<file path="src/rtl/cpu_pkg.sv">
// Shared CPU front-end definitions: default PC geometry and the sequencer FSM encoding.
package cpu_pkg;

   localparam int          PC_W_DEFAULT     = 19;
   localparam logic [31:0] RESET_PC_DEFAULT = 32'd0;

   typedef enum logic [1:0] {
      IDLE  = 2'd0,
      ISSUE = 2'd1,
      WAIT  = 2'd2,
      HALT  = 2'd3
   } seq_state_t;

endpackage

</file>
<file path="src/rtl/pc_redirect_buf.sv">
// Holds redirect/halt requests that arrive while an instruction is in flight and
// selects the PC to load when that instruction retires.
module pc_redirect_buf #(
   parameter int PC_W = 19
) (
   input  logic            clk,
   input  logic            rstn,
   input  logic            capture,
   input  logic            accept,
   input  logic            br_valid,
   input  logic [PC_W-1:0] br_target,
   input  logic            halt_req,
   input  logic [PC_W-1:0] pc_reg,
   output logic [PC_W-1:0] next_pc,
   output logic            halt_now
);

   logic            redir_pend;
   logic [PC_W-1:0] redir_tgt;
   logic            halt_pend;

   always_ff @(posedge clk) begin
      if (!rstn) begin
         redir_pend <= 1'b0;
         halt_pend  <= 1'b0;
      end else if (accept) begin
         redir_pend <= 1'b0;
         halt_pend  <= 1'b0;
      end else if (capture) begin
         if (br_valid) redir_pend <= 1'b1;
         if (halt_req) halt_pend  <= 1'b1;
      end
   end

   // Target is data only; it is qualified by redir_pend so it needs no reset.
   always_ff @(posedge clk) begin
      if (capture && !accept && br_valid) redir_tgt <= br_target;
   end

   always_comb begin
      next_pc = pc_reg + PC_W'(1);
      if (br_valid)        next_pc = br_target;
      else if (redir_pend) next_pc = redir_tgt;
   end

   assign halt_now = halt_req | halt_pend;

endmodule

</file>
<file path="src/rtl/pc_sequencer.sv">
// Fetch sequencer for a one-instruction-in-flight core: issues fetch strobes and owns the PC.
// Optional retired-instruction counter enabled by defining PC_SEQ_RETIRE_CNT_EN.
module pc_sequencer
   import cpu_pkg::*;
#(
   parameter int              PC_W     = PC_W_DEFAULT,
   parameter logic [PC_W-1:0] RESET_PC = RESET_PC_DEFAULT[PC_W-1:0]
) (
   input  logic            clk,
   input  logic            rstn,
   input  logic            start,
   input  logic            retire,
   input  logic            br_valid,
   input  logic [PC_W-1:0] br_target,
   input  logic            halt_req,
   output logic            fetch_en,
   output logic [PC_W-1:0] nextpc,
   output logic            running,
   output logic            halted,
   output logic            proto_err,
   output logic [31:0]     retire_cnt
);

   seq_state_t      state, state_next;
   logic [PC_W-1:0] pc_reg;
   logic [PC_W-1:0] sel_pc;
   logic            in_wait;
   logic            accept;
   logic            halt_now;

   assign in_wait = (state == WAIT);
   assign accept  = in_wait & retire;

   pc_redirect_buf #(.PC_W(PC_W)) u_redirect_buf (
      .clk       (clk),
      .rstn      (rstn),
      .capture   (in_wait),
      .accept    (accept),
      .br_valid  (br_valid),
      .br_target (br_target),
      .halt_req  (halt_req),
      .pc_reg    (pc_reg),
      .next_pc   (sel_pc),
      .halt_now  (halt_now)
   );

   always_comb begin
      state_next = state;
      case (state)
         IDLE:    if (start) state_next = ISSUE;
         ISSUE:   state_next = WAIT;
         WAIT:    if (retire) state_next = halt_now ? HALT : ISSUE;
         HALT:    if (start) state_next = ISSUE;
         default: state_next = IDLE;
      endcase
   end

   // fetch_en is registered from the next state so it is high exactly while in ISSUE.
   always_ff @(posedge clk) begin
      if (!rstn) begin
         state     <= IDLE;
         pc_reg    <= RESET_PC;
         fetch_en  <= 1'b0;
         proto_err <= 1'b0;
      end else begin
         state    <= state_next;
         fetch_en <= (state_next == ISSUE);
         if (accept) pc_reg <= sel_pc;
         if (retire && !in_wait) proto_err <= 1'b1;
      end
   end

`ifdef PC_SEQ_RETIRE_CNT_EN
   logic [31:0] cnt;

   always_ff @(posedge clk) begin
      if (!rstn)       cnt <= 32'd0;
      else if (accept) cnt <= cnt + 32'd1;
   end

   assign retire_cnt = cnt;
`else
   assign retire_cnt = 32'd0;
`endif

   assign nextpc  = pc_reg;
   assign running = (state == ISSUE) || (state == WAIT);
   assign halted  = (state == HALT);

endmodule

</file>
<file path="config.mk">
export PLATFORM = sky130hd
export DESIGN_NAME = pc_sequencer
export DESIGN_NICKNAME = d
export VERILOG_FILES = /design/src/rtl/cpu_pkg.sv /design/src/rtl/pc_redirect_buf.sv /design/src/rtl/pc_sequencer.sv
export SDC_FILE = /design/constraint.sdc
export NUM_CORES = 1
export LEC_CHECK = 0
export ABC_AREA = 1
export BUFFER_PORTS_ARGS = -buffer_cell sky130_fd_sc_hd__buf_2
export CAP_MARGIN = 20
export CORE_ASPECT_RATIO = 1.25
export CORE_MARGIN = 10
export CORE_UTILIZATION = 55
export DETAILED_ROUTE_END_ITERATION = 10
export GPL_ROUTABILITY_DRIVEN = 0
export PLACE_DENSITY_LB_ADDON = 0.15
export SLEW_MARGIN = 30
export SYNTH_ARGS = -nofsm -noshare
export SYNTH_HDL_FRONTEND = slang
export SYNTH_SLANG_ARGS = --single-unit
</file>
<file path="constraint.sdc">
create_clock -name clk -period 6 [get_ports clk]
set_input_delay 0.3 -clock clk [delete_from_list [all_inputs] [get_ports clk]]
set_output_delay 0.3 -clock clk [all_outputs]
set_load 0.02 [all_outputs]
</file>
After elaboration in Yosys (flattened, before gate mapping)
Cells that the tools add are included.
{"block": "totals", "register_bits": 44, "wordCells": 32, "out_inout_bits": 55, "input_bits": 25}
{"block": "op_classes", "addsub": 1, "bitwise": 3, "mux": 6, "eq_ne": 4, "n_reduce_logical": 11}
{"op": "19-bit two-way mux", "count": 2}
{"op": "19-bit by 1-bit adder with 19-bit output, second input constant", "count": 1}
{"op": "2-bit two-way mux", "count": 3}
{"op": "2-bit case mux with 3 select lines", "count": 1}
{"op": "2-bit by 1-bit equality test with 1-bit output, second input constant", "count": 2}
{"op": "2-bit equality test, second input constant", "count": 2}
{"op": "2-bit AND reduction", "count": 2}
{"op": "2-bit OR reduction", "count": 2}
{"op": "1-bit logical AND", "count": 3}
{"op": "1-bit logical NOT", "count": 2}
{"op": "2-bit logical NOT", "count": 1}
{"op": "1-bit bitwise AND", "count": 1}
{"op": "1-bit logical OR", "count": 1}
{"op": "1-bit NOT", "count": 1}
{"op": "1-bit bitwise OR", "count": 1}

Longest topological paths before layout
Gate-level depths: netlist of the first run.
{"block": "depth", "word_depth": 5, "mapped_depth": 11, "depth_no_buf": 11}

By module
Synthesis of the first run repeated with hierarchy kept, for this count alone.
{"block": "hier_totals", "hier_cells": 372, "hier_area_um2": 2717.6}
{"module": "pc_redirect_buf", "area_each_um2": 1570.3, "cells_per_inst": 222, "instances": 1, "seq_area_each_um2": 610.6}
{"module": "pc_sequencer", "area_each_um2": 1147.4, "cells_per_inst": 150, "instances": 1, "seq_area_each_um2": 460.4}

Worst setup path after synthesis of the first run
No wires, ideal clock.
{"block": "synth_path", "path_type": "register to register", "start": "register state[0]", "end": "register u_redirect_buf.redir_tgt[0], enable pin", "setup_slack_ps": 4098, "t_arrival_ps": 1507, "setup_ps": 395, "required_ps": 5605, "n_path_buf": 0, "period_less_slack_ps": 1902, "path_stages_with_launch": 5, "cell_sequence": "dfxtp_1 > inv_1 > ha_1 > nand2_1 > nor2_1"}
{"block": "synth_between", "elab_chain_cells": 5}
{"element": "start: declaration", "line": "pc_sequencer.sv:24", "source": "seq_state_t state, state_next;"}
{"element": "start signal: assignment", "line": "pc_sequencer.sv:66", "source": "state <= state_next;"}
{"element": "2-bit equality test (*)", "line": "pc_sequencer.sv:31", "source": "assign in_wait = (state == WAIT);"}
{"element": "1-bit bitwise AND", "line": "pc_sequencer.sv:32", "source": "assign accept = in_wait & retire;"}
{"element": "1-bit logical NOT", "line": "pc_redirect_buf.sv:37", "source": "if (capture && !accept && br_valid) redir_tgt <= br_target;"}
{"element": "1-bit logical AND (*) (2 in a row)", "line": "pc_redirect_buf.sv:37"}
{"element": "end signal: assignment", "line": "pc_redirect_buf.sv:37"}
{"element": "end: declaration", "line": "pc_redirect_buf.sv:19", "source": "logic [PC_W-1:0] redir_tgt;"}
Mark *: on every way between the ends. The rest lies on a longest branch, timed or not.
A chain may end at the register's enable or synchronous reset.

Worst setup path in the final report of the first run
{"block": "layout_path", "start": "register state[0]", "end": "register pc_reg[0], in the netlist nextpc[0]"}
{"block": "layout_between", "elab_chain_cells": 2}
{"element": "2-bit equality test", "line": "pc_sequencer.sv:31"}
{"element": "1-bit bitwise AND", "line": "pc_sequencer.sv:32"}
{"element": "end signal: assignment", "line": "pc_sequencer.sv:68", "source": "if (accept) pc_reg <= sel_pc;"}
{"element": "end: declaration", "line": "pc_sequencer.sv:25", "source": "logic [PC_W-1:0] pc_reg;"}
No other way between the ends.

==> summary.md, run 1 <==
| Metric | Value |
|---|---|
| Status | `finished, final reports clean` |
| Synth Cell Area | `2600 µm²` |
| Filler cells | `434` |
| Vias/cell | `5.04` |
| Die area | `7910 µm²` |
| Worst Path Required | `6240 ps` |
| Port bufs | `47` |
| Slew headroom | `45.7%` |
| Share of cells above drive strength 1 | `18.7%` |
| Synth async-reset ratio | `0%` |
| Post-synth EDFFs | `19` |
| Largest net degree at the start of global routing | `24` |
| Worst reg2reg setup slack | `3880 ps` |
| Initial Utilization | `58.0%` |
| Cells on Worst Hold Path | `1` |
| Post_cts resized | `0` |
| Vias | `2,283` |
| Setup Viol. Count Final | `0` |
| Max Slew Vio Count | `0` |
| Final hold vios | `0` |
| Setup crit end kind | `flop` |
| Synth warn | `0` |
| DRC | `0` |
| Routed Antenna Nets | `0` |
| Slowest CP cell | `nor2_1` |
| Flops & latches, synth | `44` |
| Hold Path Class | `in -> reg` |
| Most common cell on crit path | `inv_1` |
| GRT Total Usage | `15.9%` |
| Postcts setup bufs | `0` |
| Sequential area share after synthesis | `41.1%` |
| Worst Tran Pin Value | `812 ps` |
| Post-Route WL | `6.25 mm` |
| # diodes | `0` |
| CTS Buffer Depth | `2` |
| Setup_tns | `0 ps` |
| Clock Latency Late Sink | `310 ps` |
| Final critical-path setup slack | `3880 ps` |
| Dpl hpwl | `4.76 mm` |
| Pwr Density | `283 nW/µm²` |
| CTS buffer count | `5` |
| Clock root buffer | `clkbuf_8` |
| Leak | `1.28 nW` |
| Critical Path Source Type | `flop` |
| Min Tclk post-route | `2120 ps` |
| Arrival @ worst endpoint | `2360 ps` |
| Cells after Synth | `348` |
| Max-cap violations | `0` |
| Count of cell types in the netlist | `30` |
| Clock transition at path regs | `90 ps` |
| Initial antenna violation count | `0` |
| Worst Hold Launch | `br_target[10]` |
| Final nets | `423` |
| CP Cell Sequence | `inv_1, ha_1, nand2_2, inv_1, nor2_1, inv_1, o22ai_1` |
| Number of global-route vias before repair | `2,266` |
| Sink Count | `44` |
| Leading register cell type out of synthesis | `dfxtp_1` |
| Sink of the worst hold path | `u_redirect_buf.redir_tgt[10]` |
| Synthesized area per cell | `7.49 µm²` |
| Maximum vdd drop | `226 µV` |
| RR Startpoint | `state[0]` |
| RSZ-0062 raised after global routing | `no` |
| Row Count | `27` |
| Chip Width | `81.6 µm` |
| CTS H-Tree Depth | `2` |
| Initial drt markers | `132` |
| Post-place setup slack | `3860 ps` |
| CTS tree | `built` |
| Clk_skew | `9.80 ps` |
| Crit Path Class | `reg -> reg` |
| Core Area | `4490 µm²` |
| Worst-case reg-to-reg path depth | `7` |
| Crit path largest cell delay | `630 ps` |
| Area grow syn2layout | `9.27%` |
| First drt pass iteration count | `4` |
| Cts hold-fix bufs | `0` |
| Worst-path fanout max | `12` |
| Io pins | `80` |
| WL/cell | `13.8 µm` |
| Die H | `96.9 µm` |
| Fmax | `471 MHz` |
| Fin crit share | `35.4%` |
| Global-route wire length before repair | `10.3 mm` |
| Reg2reg end | `nextpc[0]` |
| Grt total ovfl | `0` |
cells in the mapped netlist, drive strengths merged, types with 4 or more instances:
cell    instances  area share, %
nand3          22            4.2
o211ai          4            1.2
dfxtp          25             19
ha              4            1.9
edfxtp         19             22
inv            26            3.7
o21ai          21            4.0
nor2           58             10
a21oi          22            4.2
clkbuf          4            1.3
buf            36             10
nand2          90             14
per-stage QoR:
stage	hold WS, ps	instance area (µm²)	util [%]	total power [W]	cells
floorplan	399	2720	-	0.000543	379
global placement	458	2740	60.9	0.000583	445
detailed placement	460	2740	60.9	0.000585	445
CTS	178	2850	63.4	0.000809	453
global route	178	2850	63.4	0.000850	453
finish	174	2850	63.4	0.000806	453
how the worst max path moves through the flow:
stage	endpoint	cells past startpoint	startpoint	slack (ps)
floorplan	u_redirect_buf.redir_tgt[0]	4	state[0]	4100
detailed placement	nextpc[0]	7	state[0]	3860
global route	nextpc[8]	7	state[0]	3560
global placement	nextpc[0]	7	state[0]	3950
finish	nextpc[0]	7	state[0]	3880
CTS	nextpc[0]	7	state[0]	3840
report_power, final:
part	internal (W)	leakage (nW)	switching (W)	total [W]
clock network	0.000123	0.0541	0.000104	0.000228
registers	0.000344	0.374	0.0000341	0.000378
logic	0.0000629	0.852	0.000137	0.000200
cells in the final DEF (no fill, tap or decap), types with 2 or more instances in the layout:
master / instances
nor3_1: 2
conb_1: 32
o211ai_1: 4
buf_2: 47
nand2_2: 7
clkbuf_8: 5
nand4_1: 3
nor2_1: 47
o21ai_1: 2
dfxtp_1: 25
ha_1: 4
o21bai_1: 2
nor2_2: 8
inv_1: 26
xnor2_1: 3
edfxtp_1: 19
a21oi_1: 22
nor2_4: 3
o21ai_0: 19
nand3_1: 22
nand2_1: 83
routing by layer:
metal / vias to the layer above / routed length [µm] / GRT usage, %
met5: - / 0 / 0
met4: 0 / 120 / 5.58
met3: 10 / 528 / 5.18
met2: 64 / 3080 / 27.2
met1: 1052 / 2520 / 17.5
li1: 1157 / - / -
area by class of cell:
class	instances	area, µm²	share of cell area [%]
Tap cell	58	72.6	2.55
Sequential cell	44	1070	37.6
Timing Repair Buffer	48	243	8.53
Clock inverter	3	42.5	1.49
Inverter	27	101	3.56
Clock buffer	5	68.8	2.42
Multi-Input combinational cell	268	1250	43.8
critical path, delay by kind of cell (launching register included):
| family | cells | cell delay [ps] |
|---|---|---|
| adders and majority gates | 1 | 250 |
| AOI/OAI and AO/OA | 1 | 200 |
| and+or+nand+nor | 2 | 810 |
| buffers and inverters | 3 | 400 |
| DFF | 1 | 390 |
flip-flops by register name (all words and copies together), names as in the netlist:
name	count
u_redirect_buf.redir_tgt	19
fetch_en	1
u_redirect_buf.redir_pend	1
u_redirect_buf.halt_pend	1
nextpc	19
state	2
proto_err	1
cells by family after synthesis:
group	Yosys count	share of synthesized area, %
DFF	44	41.1
other	1	0.144
buffers and inverters	67	15.5
AOI/OAI and AO/OA	52	10.8
xor gates and xnor gates	4	1.35
and+or+nand+nor	176	29.2
adders and majority gates	4	1.92
(Power assumes the default switching activity.)
==> inputs of run 2 (changes only) <==
--- a/config.mk
+++ b/config.mk
@@ -10,7 +10,7 @@
 export CAP_MARGIN = 20
 export CORE_ASPECT_RATIO = 1.25
 export CORE_MARGIN = 10
-export CORE_UTILIZATION = 55
+export CORE_UTILIZATION = 46
 export DETAILED_ROUTE_END_ITERATION = 10
 export GPL_ROUTABILITY_DRIVEN = 0
 export PLACE_DENSITY_LB_ADDON = 0.15
==> constraint.sdc (replaced) <==
create_clock -name clk -period 1.8 [get_ports clk]
set_input_delay 0.09 -clock clk [delete_from_list [all_inputs] [get_ports clk]]
set_output_delay 0.09 -clock clk [all_outputs]
set_load 0.02 [all_outputs]
==> run 2 against run 1 <==
Maximum frequency up 37%. First-iteration DRC count up 11%. Sequential cell count did not move. Count of clock-buffer cells in the layout is 3 higher. Routed wire length rose by 6.1%. Worst hold slack worse by 160 ps. Clock power increased to 2.8 times the previous value. Highest routed layer unchanged. Final area increased by 8.0%. Global-route usage shrank 1.3 points. Worst setup slack worse by 3600 ps. Power grew to 3.3 times the previous value.
==> summary.md, run 2 (synthesis results as in run 1) <==
| Metric | Value |
|---|---|
| Hold Path Class | `in -> reg` |
| Routed Antenna Nets | `0` |
| Register area | `1070 µm²` |
| Maximum vdd drop | `568 µV` |
| Setup Viol. Count Final | `0` |
| Clk_skew | `5.50 ps` |
| Core Area | `5480 µm²` |
| WL/cell | `13.7 µm` |
| Initial antenna violation count | `0` |
| Setup_tns | `0 ps` |
| Port bufs | `47` |
| Io pins | `80` |
| Worst Path Required | `1990 ps` |
| Worst-path fanout max | `5` |
| Area grow syn2layout | `18.1%` |
| Area of placed instances | `2810 µm²` |
| Crit Path Class | `reg -> reg` |
| Post-Route WL | `6.63 mm` |
| Final hold vios | `0` |
| Largest net degree at the start of global routing | `20` |
| Setup crit end kind | `flop` |
| Fmax | `645 MHz` |
| Hold_ws | `11.3 ps` |
| Initial Utilization | `47.5%` |
| CTS Buffer Depth | `2` |
| Initial drt markers | `147` |
| Min Tclk post-route | `1550 ps` |
| Global-route wire length before repair | `11.1 mm` |
| Final nets | `449` |
| Die area | `9090 µm²` |
| Multi-input gate area | `1250 µm²` |
| Fin util | `56.1%` |
| Max Slew Vio Count | `0` |
| Status | `finished, final reports clean` |
| Chip Width | `87.3 µm` |
| # diodes | `0` |
| Final Instance Area | `3080 µm²` |
| Most frequent cells in the layout | `nand2_1, buf_2, nor2_1, conb_1, inv_1` |
| Most common library cell in the layout ignoring fill and taps | `nand2_1` |
| Clock transition at path regs | `80 ps` |
| Number of global-route vias before repair | `2,285` |
| Fin crit share | `86.1%` |
| Pwr Density | `855 nW/µm²` |
| Sink Count | `44` |
| Dpl hpwl | `5.22 mm` |
| Clock Latency Late Sink | `290 ps` |
| Filler cells | `533` |
| Row Count | `30` |
| First drt pass iteration count | `4` |
| Vias | `2,316` |
| CTS tree | `built` |
| Die H | `104 µm` |
| Leak | `1.39 nW` |
| Share of cells above drive strength 1 | `19.2%` |
| RSZ-0062 raised after global routing | `no` |
| Max-cap violations | `0` |
| Grt total ovfl | `0` |
| CTS H-Tree Depth | `2` |
| Vias/cell | `4.78` |
| DRC | `0` |
| Critical Path Source Type | `flop` |
| Clock root buffer | `clkbuf_8` |
| GRT Total Usage | `14.6%` |
| CTS buffer count | `5` |
| Arrival @ worst endpoint | `1740 ps` |
## run 2: cell count changes in the layout (fill, tap and decap cells not counted)
cell / previous run / this run
dlygate4sd3_1: 0 / 18
bufinv_16: 1 / 0
clkinvlp_4: 1 / 0
nor2_1: 47 / 46
buf_4: 1 / 9
clkinv_2: 1 / 0
clkbuf_8: 5 / 6
clkbuf_1: 0 / 2
nor2_2: 8 / 9
## run 2: layout make-up
cell class / count / area share, %
clock buffer: 8 / 2.93
tap: 64 / 2.60
timing repair buffer: 74 / 15.7
multi-input combinational: 268 / 40.6
inverter: 27 / 3.30
sequential: 44 / 34.8
## run 2: timing repair
action                     in CTS  in global routing
resized for setup               0                  0
buffers inserted                0                  0
hold endpoints to repair       18                  0
hold buffers                   18                  0
setup endpoints to repair       0                  0
## run 2: where the power goes
part | switching (W) | internal (W) | total [W]
logic | 0.000489 | 0.000256 | 0.000745
clock network | 0.000327 | 0.000313 | 0.000640
registers | 0.0000960 | 0.00115 | 0.00124
total | 0.000912 | 0.00172 | 0.00263
## run 2: through the flow
stage,setup WS [ps],instances,power (W)
final,251,485,0.00263
after global routing,26.2,485,0.00280
after CTS,227,485,0.00265
after detailed placement,238,459,0.00198
after global placement,250,459,0.00198
after floorplan,200,379,0.00181
## run 2: worst paths after layout
| kind | startpoint | endpoint | slack [ps] | cells past startpoint |
|---|---|---|---|---|
| worst min-delay path | br_target[13] | u_redirect_buf.redir_tgt[13] | 10 | 1 |
| worst min register to register | proto_err | proto_err | 480 | 2 |
| worst max-delay path | nextpc[1] | nextpc[10] | 250 | 9 |
| worst max register to register | nextpc[1] | nextpc[10] | 250 | 9 |
## run 2: metal layers
metal	vias up	part of all wire (%)	global-route usage, %
met2	61	51	24.6
met5	-	0	0
met1	1038	40	17.0
met4	0	1.2	3.54
li1	1208	-	-
met3	9	7.6	4.86
## run 2: worst max-delay path: stages (launching register included)
cell and delay [ps]:
dfxtp_1 410, ha_1 230, nand2_2 100, nor2_4 160, nand2_2 120, nor2_2 130, nand2_1 60, nand3_1 80
a21o_1 120, nand2_1 50
==> inputs of run 3 (changes only) <==
--- a/config.mk
+++ b/config.mk
@@ -7,13 +7,12 @@
 export LEC_CHECK = 0
 export ABC_AREA = 1
 export BUFFER_PORTS_ARGS = -buffer_cell sky130_fd_sc_hd__buf_2
-export CAP_MARGIN = 20
 export CORE_ASPECT_RATIO = 1.25
 export CORE_MARGIN = 10
 export CORE_UTILIZATION = 46
 export DETAILED_ROUTE_END_ITERATION = 10
 export GPL_ROUTABILITY_DRIVEN = 0
-export PLACE_DENSITY_LB_ADDON = 0.15
+export PLACE_DENSITY = 0.76
 export SLEW_MARGIN = 30
 export SYNTH_ARGS = -nofsm -noshare
 export SYNTH_HDL_FRONTEND = slang
==> run 3 against run 2 <==
Worst hold slack better by 57 ps. Combinational power is 0.9% higher. Cell count stayed put. Global-route usage is 0.37 points lower. Highest routed layer unchanged.
==> summary.md, run 3 (synthesis results as in run 1) <==
| Metric | Value |
|---|---|
| Met3 routed WL | `580 µm` |
| Combinational power share | `29.0%` |
| CTS Buffer Depth | `2` |
| Fin crit share | `87.2%` |
| Top Layer Used | `met4` |
| Power Total | `0.00259 W` |
| Final Instance Area | `3070 µm²` |
| WL/cell | `13.4 µm` |
| Sink Count | `44` |
| Vias | `2,358` |
| Final critical-path setup slack | `231 ps` |
| Crit Path Class | `reg -> reg` |
| P_sw | `0.000916 W` |
| Initial drt markers | `164` |
| Share of cells above drive strength 1 | `19.2%` |
| WL met1 | `2.67 mm` |
| Pwr Density | `845 nW/µm²` |
| Worst Hold Launch | `halt_req` |
| Port bufs | `47` |
| RSZ-0062 raised after global routing | `no` |
| Maximum vdd drop | `667 µV` |
| Clk_skew | `9.84 ps` |
| Setup Viol. Count Final | `0` |
| Min Tclk post-route | `1570 ps` |
| Met2 wire length | `3.16 mm` |
| Sequential Power Share | `47.9%` |
| Most frequent cells in the layout | `nand2_1, buf_2, nor2_1, conb_1, inv_1` |
| Worst Path Required | `2000 ps` |
| Row Count | `30` |
| Post-place setup slack | `184 ps` |
| DRC | `0` |
| Hold Path Class | `in -> reg` |
| Filler cells | `542` |
| Grt total ovfl | `0` |
| Routed Antenna Nets | `0` |
| Critical Path Source Type | `flop` |
| Cells on Worst Hold Path | `3` |
| Area grow syn2layout | `17.9%` |
| Io pins | `80` |
| Die area | `9090 µm²` |
| Largest net degree at the start of global routing | `24` |
| Vias/cell | `4.86` |
| Max Slew Vio Count | `0` |
| Chip Width | `87.3 µm` |
| Switching part of the total power | `35.3%` |
| Fin util | `56.1%` |
| Reg2reg end | `nextpc[18]` |
| Worst-case reg-to-reg path depth | `10` |
| Clock group share of total power | `23.1%` |
| Final nets | `449` |
| Initial Utilization | `47.5%` |
| CTS buffer count | `5` |
| Clock Latency Late Sink | `300 ps` |
| Die H | `104 µm` |
| First drt pass iteration count | `4` |
| Clock transition at path regs | `80 ps` |
| Setup crit end kind | `flop` |
| Area of placed instances | `2800 µm²` |
| Max-cap violations | `0` |
| RR Startpoint | `nextpc[0]` |
| # diodes | `0` |
| GRT Total Usage | `14.2%` |
| Leak | `1.38 nW` |
| Setup_tns | `0 ps` |
| CTS H-Tree Depth | `2` |
| Final hold vios | `0` |
| Arrival @ worst endpoint | `1770 ps` |
| Sink of the worst hold path | `u_redirect_buf.halt_pend` |
| Worst-path fanout max | `5` |
| Global-route wire length before repair | `10.9 mm` |
| Fmax | `637 MHz` |
| Status | `finished, final reports clean` |
| Clock root buffer | `clkbuf_8` |
| Dpl hpwl | `5.06 mm` |
| Worst reg2reg setup slack | `230 ps` |
| Most common library cell in the layout ignoring fill and taps | `nand2_1` |
| Number of global-route vias before repair | `2,368` |
| Postcts setup bufs | `0` |
| Post-Route WL | `6.51 mm` |
| Initial antenna violation count | `0` |
| Core Area | `5480 µm²` |
| Internal Pwr Total | `0.00168 W` |
| CTS tree | `built` |
run 3: cell types whose count changed in the layout (fill, tap and decap cells not counted), sizes merged:
cell and delta:
buf -1, clkbuf -1, clkinv +1, dlygate4sd3 +1
run 3: what timing repair did:
action                                 CTS  global route
endpoints found under the hold margin   19             0
resized for setup                        0             1
setup endpoints to repair                0             2
hold buffers                            19             0
run 3: worst max path at each step:
stage	from	endpoint	slack, ps	cells after the start
6_report	nextpc[0]	nextpc[18]	230	10
3_5_place_dp	state[0]	nextpc[0]	180	7
3_3_place_gp	nextpc[1]	nextpc[10]	280	9
4_1_cts	state[0]	nextpc[0]	170	7
2_1_floorplan	state[0]	u_redirect_buf.redir_tgt[0]	200	4
5_1_grt	state[0]	nextpc[17]	50	8
run 3: area by class of cell:
type / count / area [µm²] / area share, %
timing repair buffer: 74 / 485 / 15.8
inverter: 27 / 101 / 3.30
tap: 64 / 80.1 / 2.61
multi-input combinational: 268 / 1250 / 40.8
sequential: 44 / 1070 / 34.9
clock inverter: 1 / 5.00 / 0.163
clock buffer: 7 / 76.3 / 2.48
run 3: power groups by stage:
stage                     sequential [W]  clock, W  combinational [W]
after floorplan                  0.00131         0           0.000498
after global placement           0.00126         0           0.000703
after detailed placement         0.00127         0           0.000721
after CTS                        0.00124  0.000610           0.000757
after global routing             0.00126  0.000647           0.000846
final                            0.00124  0.000599           0.000752
run 3: stage by stage:
stage	std cells	hold slack [ps]
finish	485	68.6
CTS	485	60.6
global route	485	104
floorplan	379	189
global placement	458	284
detailed placement	458	284
run 3: metal layers:
| layer | vias to the layer above | GRT usage [%] |
|---|---|---|
| li1 | 1209 | - |
| met1 | 1054 | 16.8 |
| met2 | 84 | 23.6 |
| met3 | 11 | 4.23 |
| met4 | 0 | 4.57 |
| met5 | - | 0 |
run 3: critical path, cell delays in order (launching register included):
cell and delay (ps):
dfxtp_1 420, ha_1 240, nand2_2 110, nor2_4 160
nand2_2 120, nor2_2 120, nand3_1 70, nand3_1 80
nand2_1 50, nand2_1 50, nand2_1 40
